## src/rtl/stopwatch_counter_if.sv

```systemverilog
// Signal bundle between the stopwatch counter and whatever drives its buttons
// and consumes its display value.
interface stopwatch_counter_if;
    // Buttons are raw levels with no handshake. tick_out and wrap are one-cycle
    // strobes with no back-pressure. num_to_display, running and state_dbg are
    // levels that are valid on every cycle.
    logic        btn_start_stop;
    logic        btn_clear;
    logic        btn_lap;
    logic [31:0] num_to_display;
    logic        running;
    logic        tick_out;
    logic        wrap;
    logic [1:0]  state_dbg;

    modport master (
        output btn_start_stop, btn_clear, btn_lap,
        input  num_to_display, running, tick_out, wrap, state_dbg
    );

    modport slave (
        input  btn_start_stop, btn_clear, btn_lap,
        output num_to_display, running, tick_out, wrap, state_dbg
    );
endinterface

```

## src/rtl/stopwatch_counter.sv

```systemverilog
// Debounced push-button stopwatch producing a binary count for the 7-segment driver.
// Optional lap freeze is compiled in when STOPWATCH_COUNTER_LAP_EN is defined.

// One button front end: 2-FF synchronizer, level debounce, rising-edge press pulse.
module stopwatch_counter_btn #(
    parameter int DEBOUNCE_CYCLES = 1000000
) (
    input  logic clk,
    input  logic reset,
    input  logic btn,
    output logic press
);
    localparam int CW = $clog2(DEBOUNCE_CYCLES + 1);
    localparam logic [CW-1:0] LAST = CW'(DEBOUNCE_CYCLES - 1);

    logic          sync1;
    logic          sync2;
    logic          deb;
    logic          deb_q;
    logic [CW-1:0] cnt;

    always_ff @(posedge clk) begin
        if (reset) begin
            sync1 <= 1'b0;
            sync2 <= 1'b0;
            deb   <= 1'b0;
            deb_q <= 1'b0;
            cnt   <= '0;
            press <= 1'b0;
        end else begin
            sync1 <= btn;
            sync2 <= sync1;
            // A single agreeing cycle restarts the stability count.
            if (sync2 == deb) begin
                cnt <= '0;
            end else if (cnt == LAST) begin
                deb <= sync2;
                cnt <= '0;
            end else begin
                cnt <= cnt + CW'(1);
            end
            deb_q <= deb;
            press <= deb & ~deb_q;
        end
    end
endmodule

module stopwatch_counter #(
    parameter int TICK_DIV        = 100000000,
    parameter int MAX_COUNT       = 99999999,
    parameter int DEBOUNCE_CYCLES = 1000000
) (
    input  logic              clk,
    input  logic              reset,
    stopwatch_counter_if.slave sw
);
    localparam int CNT_W = 27;
    localparam int PW    = $clog2(TICK_DIV);
    localparam logic [PW-1:0]    PRESC_LAST = PW'(TICK_DIV - 1);
    localparam logic [CNT_W-1:0] COUNT_MAX  = CNT_W'(MAX_COUNT);

    typedef enum logic [1:0] {
        ST_IDLE  = 2'd0,
        ST_RUN   = 2'd1,
        ST_PAUSE = 2'd2
    } state_t;

    state_t           state, state_next;
    logic [CNT_W-1:0] count, count_next;
    logic [PW-1:0]    presc, presc_next;
    logic             tick_q, tick_next;
    logic             wrap_q, wrap_next;
    logic             ss_press;
    logic             clr_press;
    logic [CNT_W-1:0] display;

    stopwatch_counter_btn #(.DEBOUNCE_CYCLES(DEBOUNCE_CYCLES)) u_btn_ss (
        .clk   (clk),
        .reset (reset),
        .btn   (sw.btn_start_stop),
        .press (ss_press)
    );

    stopwatch_counter_btn #(.DEBOUNCE_CYCLES(DEBOUNCE_CYCLES)) u_btn_clr (
        .clk   (clk),
        .reset (reset),
        .btn   (sw.btn_clear),
        .press (clr_press)
    );

    always_ff @(posedge clk) begin
        if (reset) begin
            state  <= ST_IDLE;
            count  <= '0;
            presc  <= '0;
            tick_q <= 1'b0;
            wrap_q <= 1'b0;
        end else begin
            state  <= state_next;
            count  <= count_next;
            presc  <= presc_next;
            tick_q <= tick_next;
            wrap_q <= wrap_next;
        end
    end

    always_comb begin
        state_next = state;
        count_next = count;
        presc_next = presc;
        tick_next  = 1'b0;
        wrap_next  = 1'b0;
        // Clear overrides everything, including a tick due on this edge.
        if (clr_press) begin
            state_next = ST_IDLE;
            count_next = '0;
            presc_next = '0;
        end else begin
            case (state)
                ST_IDLE: begin
                    count_next = '0;
                    presc_next = '0;
                    if (ss_press) state_next = ST_RUN;
                end
                ST_RUN: begin
                    // The prescaler advances on the leaving edge too, so a stop on a
                    // terminal cycle still takes its tick.
                    if (presc == PRESC_LAST) begin
                        presc_next = '0;
                        tick_next  = 1'b1;
                        if (count == COUNT_MAX) begin
                            count_next = '0;
                            wrap_next  = 1'b1;
                        end else begin
                            count_next = count + CNT_W'(1);
                        end
                    end else begin
                        presc_next = presc + PW'(1);
                    end
                    if (ss_press) state_next = ST_PAUSE;
                end
                ST_PAUSE: begin
                    if (ss_press) state_next = ST_RUN;
                end
                default: state_next = ST_IDLE;
            endcase
        end
    end

`ifdef STOPWATCH_COUNTER_LAP_EN
    logic             lap_press;
    logic             frozen;
    logic [CNT_W-1:0] lap_reg;

    stopwatch_counter_btn #(.DEBOUNCE_CYCLES(DEBOUNCE_CYCLES)) u_btn_lap (
        .clk   (clk),
        .reset (reset),
        .btn   (sw.btn_lap),
        .press (lap_press)
    );

    // The freeze only affects what is shown; the live count keeps running.
    always_ff @(posedge clk) begin
        if (reset) begin
            frozen  <= 1'b0;
            lap_reg <= '0;
        end else if (clr_press) begin
            frozen <= 1'b0;
        end else if (lap_press && state != ST_IDLE) begin
            frozen <= ~frozen;
            if (!frozen) lap_reg <= count;
        end
    end

    assign display = frozen ? lap_reg : count;
`else
    logic unused_lap;
    assign unused_lap = sw.btn_lap;
    assign display    = count;
`endif

    assign sw.num_to_display = {{(32 - CNT_W){1'b0}}, display};
    assign sw.running        = (state == ST_RUN);
    assign sw.tick_out       = tick_q;
    assign sw.wrap           = wrap_q;
    assign sw.state_dbg      = state;
endmodule

```

## src/flat_wrapper.sv

```systemverilog
// flat-port wrapper written by rule: the top's interface ports become plain ports
module stopwatch_counter_flat 
#(
    parameter int TICK_DIV        = 100000000,
    parameter int MAX_COUNT       = 99999999,
    parameter int DEBOUNCE_CYCLES = 1000000
)
  (clk, reset, sw_btn_start_stop, sw_btn_clear, sw_btn_lap, sw_num_to_display, sw_running, sw_tick_out, sw_wrap, sw_state_dbg);
  stopwatch_counter_if sw_i ();
  input  logic clk;
  input  logic reset;
  input wire logic [$bits(sw_i.btn_start_stop)-1:0] sw_btn_start_stop;
  input wire logic [$bits(sw_i.btn_clear)-1:0] sw_btn_clear;
  input wire logic [$bits(sw_i.btn_lap)-1:0] sw_btn_lap;
  output wire logic [$bits(sw_i.num_to_display)-1:0] sw_num_to_display;
  output wire logic [$bits(sw_i.running)-1:0] sw_running;
  output wire logic [$bits(sw_i.tick_out)-1:0] sw_tick_out;
  output wire logic [$bits(sw_i.wrap)-1:0] sw_wrap;
  output wire logic [$bits(sw_i.state_dbg)-1:0] sw_state_dbg;
  assign sw_i.btn_start_stop = sw_btn_start_stop;
  assign sw_i.btn_clear = sw_btn_clear;
  assign sw_i.btn_lap = sw_btn_lap;
  assign sw_num_to_display = sw_i.num_to_display;
  assign sw_running = sw_i.running;
  assign sw_tick_out = sw_i.tick_out;
  assign sw_wrap = sw_i.wrap;
  assign sw_state_dbg = sw_i.state_dbg;
  stopwatch_counter #(.TICK_DIV(TICK_DIV), .MAX_COUNT(MAX_COUNT), .DEBOUNCE_CYCLES(DEBOUNCE_CYCLES)) u_core (.clk(clk), .reset(reset), .sw(sw_i));
endmodule
```

## config.mk

```make
export PLATFORM = sky130hd
export DESIGN_NAME = stopwatch_counter_flat
export DESIGN_NICKNAME = d
export VERILOG_FILES = /design/src/rtl/stopwatch_counter_if.sv /design/src/rtl/stopwatch_counter.sv /design/src/flat_wrapper.sv
export SDC_FILE = /design/constraint.sdc
export NUM_CORES = 1
export LEC_CHECK = 0
export CORE_UTILIZATION = 45
export CTS_CLUSTER_SIZE = 28
export DETAILED_ROUTE_END_ITERATION = 7
export DONT_BUFFER_PORTS = 1
export GPL_TIMING_DRIVEN = 0
export SLEW_MARGIN = 40
export SYNTH_ARGS = -nofsm -noshare
export SYNTH_HDL_FRONTEND = slang
export SYNTH_HIERARCHICAL = 1
export SYNTH_SLANG_ARGS = --single-unit
```

## constraint.sdc

```tcl
create_clock -name clk -period 2.5 [get_ports clk]
set_input_delay 0.375 -clock clk [delete_from_list [all_inputs] [get_ports clk]]
set_output_delay 0.375 -clock clk [all_outputs]
set_load 0.05 [all_outputs]
```

==> run_results.csv <==
group,metric,value,unit
sta,setup_violations,0,
setup_path,crit_cells,5,
clocking,insertion_delay,350,ps
logic_synthesis,synth.top_cells.by_area,"dfxtp_1, nor2_1, xnor2_1",
logic_synthesis,yosysUniqueCellTypes,67,
logic_synthesis,async_flop_share,0,%
logic_synthesis,synth_top_family_by_area,"simple AND/OR/NAND/NOR gates",
global_route,track_usage,20.8,%
route,num_vias,4787,
sta,finalCriticalPeriod,2380,ps
route,drt_iter0_markers,252,
floorplan,io_pins,42,
logic_synthesis,synth_xor_xnor_area_share,8.69,%
logic_synthesis,ys.flop_type,"dfxtp_1",
setup_path,max_stage_delay,790,ps
setup_path,cp_slowest_cell,"dfxtp_1",
power_and_ir_drop,combPwrFrac,1.3,%
clocking,path_clk_slew,70,ps
layout,stdcell_area,0.00619,mm²
sta,finalCritPeriodShare,95.3,%
logic_synthesis,synthSimpleGateAreaFrac,34.4,%
power_and_ir_drop,switchingPower,654,µW
power_and_ir_drop,powerDensity,503,mW/mm²
clocking,cts.sinks,108,
logic_synthesis,synthCells,639,
min_path,whs_path_depth,1,
floorplan,num_rows,40,
layout,fin_util,51.5,%
power_and_ir_drop,p_seq_share,55.3,%
layout,mostFrequentLayoutCell,"dfxtp_1",
place,detailed_place.area,0.00575,mm²
flow_run,cap_violations,0,
logic_synthesis,synth_edf_count,0,
setup_path,ff2ff_path_depth,5,
clocking,cts_max_level,3,
route,drc,0,
sta,fin_skew,9.29,ps
layout,final_nets,676,
power_and_ir_drop,p_leak,0.00204,µW
logic_synthesis,synth_top_area_share,39.0,%
setup_path,cp_num_buf_inv,0,
route,wl,12800,µm
route,viasPerCell,5.84,
sta,max_slew.worst_pin.slew,850,ps
global_route,grt_max_degree,17,
route,firstDrtPassIters,5,
logic_synthesis,synthAdderAreaFrac,0.903,%
setup_path,cp_top_family,"simple AND/OR/NAND/NOR gates",
floorplan,core_area,0.0120,mm²
setup_path,cp-end-kind,"register",
clocking,clockBufferDepth,2,
floorplan,die-width,113,µm
sta,slew_headroom,43.1,%
logic_synthesis,ys_warn_count,6,
min_path,min_path_type,"input port to register",
logic_synthesis,yosys-mux-area-fraction,1.62,%
setup_path,path_cells,"and3_1 > nand4_1 > or4b_2 > a21oi_1 > a21o_1",
sta,fmax,420,MHz
power_and_ir_drop,ir_drop,0.328,mV
layout,drive_above_1_share,16.1,%
floorplan,die-area,0.0128,mm²
floorplan,die_h,113,µm
clocking,cts_buffers,9,
floorplan,start_util,46.2,%
place,hpwl,9010,µm
layout,syn2layout_area_growth,11.7,%
place,port_buffers,0,
logic_synthesis,synth-seq-cells,108,
power_and_ir_drop,switching_share,21.0,%
setup_path,crit_fanout,9,
global_route,grt_pass1_wl,21300,µm
layout,final_cell_mix,"dfxtp_1, nor2_1, nand2_1",
logic_synthesis,syn_area,0.00554,mm²
setup_path,required,2790,ps
clocking,cts_tree,"built",
sta,hold_violations,0,
route,ant_nets,0,
setup_path,crit_type,"register to register",
setup_path,crit_arrival,2670,ps
layout,diodes,0,
route,avgRoutedWirePerCell,15.6,µm
status,status,"finished clean",
logic_synthesis,postSynthAreaPerCell,8.68,µm²
clocking,holdBufCountCts,0,
logic_synthesis,ys_seq_area_share,39.0,%
power_and_ir_drop,intPower,2460,µW
sta,slew_viol_final,0,
setup_path,critPathLaunchType,"register",
global_route,grt_antenna_before_repair,0,
global_route,grt_pass1_vias,4377,
logic_synthesis,synth_top_area_cell,"dfxtp_1",
clocking,clockRootBuffer,"clkbuf_16",
logic_synthesis,synth_compound_area_share,10.8,%
power_and_ir_drop,clkPwrFrac,43.4,%
global_route,grt.overflow.total,0,
place,routabilityCongestion,0.828,
[power groups by stage]
stage | combinational, µW | sequential, µW | clock [µW]
detailed placement | 41.2 | 1770 | 0
finish | 41.3 | 1720 | 1350
CTS | 41.3 | 1720 | 1400
global placement | 40.7 | 1770 | 0
floorplan | 36.9 | 1760 | 0
global route | 44.2 | 1720 | 1470
[synthesized netlist by cell type, types with 4 or more instances]
| cell | count |
|---|---|
| nor2b_1 | 7 |
| xor2_1 | 20 |
| nor4_2 | 4 |
| ha_1 | 4 |
| nand2_1 | 40 |
| buf_2 | 12 |
| nand4_4 | 4 |
| o221ai_1 | 4 |
| a21o_1 | 8 |
| clkbuf_2 | 4 |
| nor4_1 | 22 |
| o211ai_1 | 6 |
| nand3_1 | 36 |
| nor3_1 | 17 |
| a21oi_1 | 17 |
| mux2i_1 | 9 |
| nand4_1 | 35 |
| or3_1 | 8 |
| or4_1 | 7 |
| buf_4 | 6 |
| o21ai_0 | 12 |
| and4_1 | 9 |
| o2bb2ai_1 | 4 |
| nand2b_1 | 8 |
| xnor2_1 | 35 |
| nor4b_1 | 7 |
| and3_1 | 9 |
| clkbuf_1 | 12 |
| nor2_1 | 82 |
| inv_1 | 21 |
| dfxtp_1 | 108 |
[worst paths after layout]
kind	start	endpoint	slack [ps]
setup / recovery	u_core/count[11]	u_core/count[21]	120
hold / removal	reset	u_core/u_btn_ss/sync1	90
setup reg to reg	u_core/count[11]	u_core/count[21]	120
hold reg to reg	u_core/u_btn_clr/deb_q	u_core/u_btn_clr/press	390
[per-stage QoR]
stage	setup slack, ps	total power, µW	hold WS, ps	std cells	TNS, ps
6_report	118	3110	88.0	819	0
3_3_place_gp	-295	1810	375	790	-4140
2_1_floorplan	42.0	1800	368	643	0
4_1_cts	1.08	3160	73.4	806	0
5_1_grt	-2.11	3230	73.7	819	-2.11
3_5_place_dp	-330	1810	378	790	-4620
[sequential cells by signal, indices dropped and copies added (netlist names), 2 cells and up]
name,flops
u_core/u_btn_ss/cnt,20
u_core/presc,27
u_core/u_btn_clr/cnt,20
u_core/count,27
u_core/sw.state_dbg,2
[worst register-to-register path, stage by stage (launching register included)]
cell and delay, ps:
dfxtp_1 790, and3_1 320, nand4_1 260, or4b_2 710, a21oi_1 160, a21o_1 90
[cell families after synthesis]
group	count (synthesis)
buf+inv	56
compound gates	83
mux	9
simple gates	323
other cells	1
flops	108
xor+xnor	55
fa+ha+maj	4
[what timing repair did]
action                     CTS  global route
resized for setup           15            19
setup buffers                0            13
hold endpoints to repair     0             0
gates cloned                 0             0
setup endpoints to repair   28            38
pin swaps                    0             5
[metal layers]
| metal | up-vias | share of wire [%] | GRT usage (%) |
|---|---|---|---|
| met5 | - | 0 | 0 |
| met4 | 0 | 1.8 | 9.65 |
| met3 | 18 | 4.5 | 3.64 |
| met2 | 108 | 48 | 34.2 |
| met1 | 2278 | 45 | 26.6 |
| li1 | 2383 | - | - |
[area by class of cell]
class,instances,area (µm²)
Sequential cell,108,2190
Buffer,35,179
Timing Repair Buffer,13,97.6
Clock inverter,4,23.8
Multi-Input combinational cell,479,3180
Inverter,21,78.8
Clock buffer,12,256
Fill cell,1116,5820
Tap cell,147,184
No activity file was read; power rests on OpenSTA's default activity.
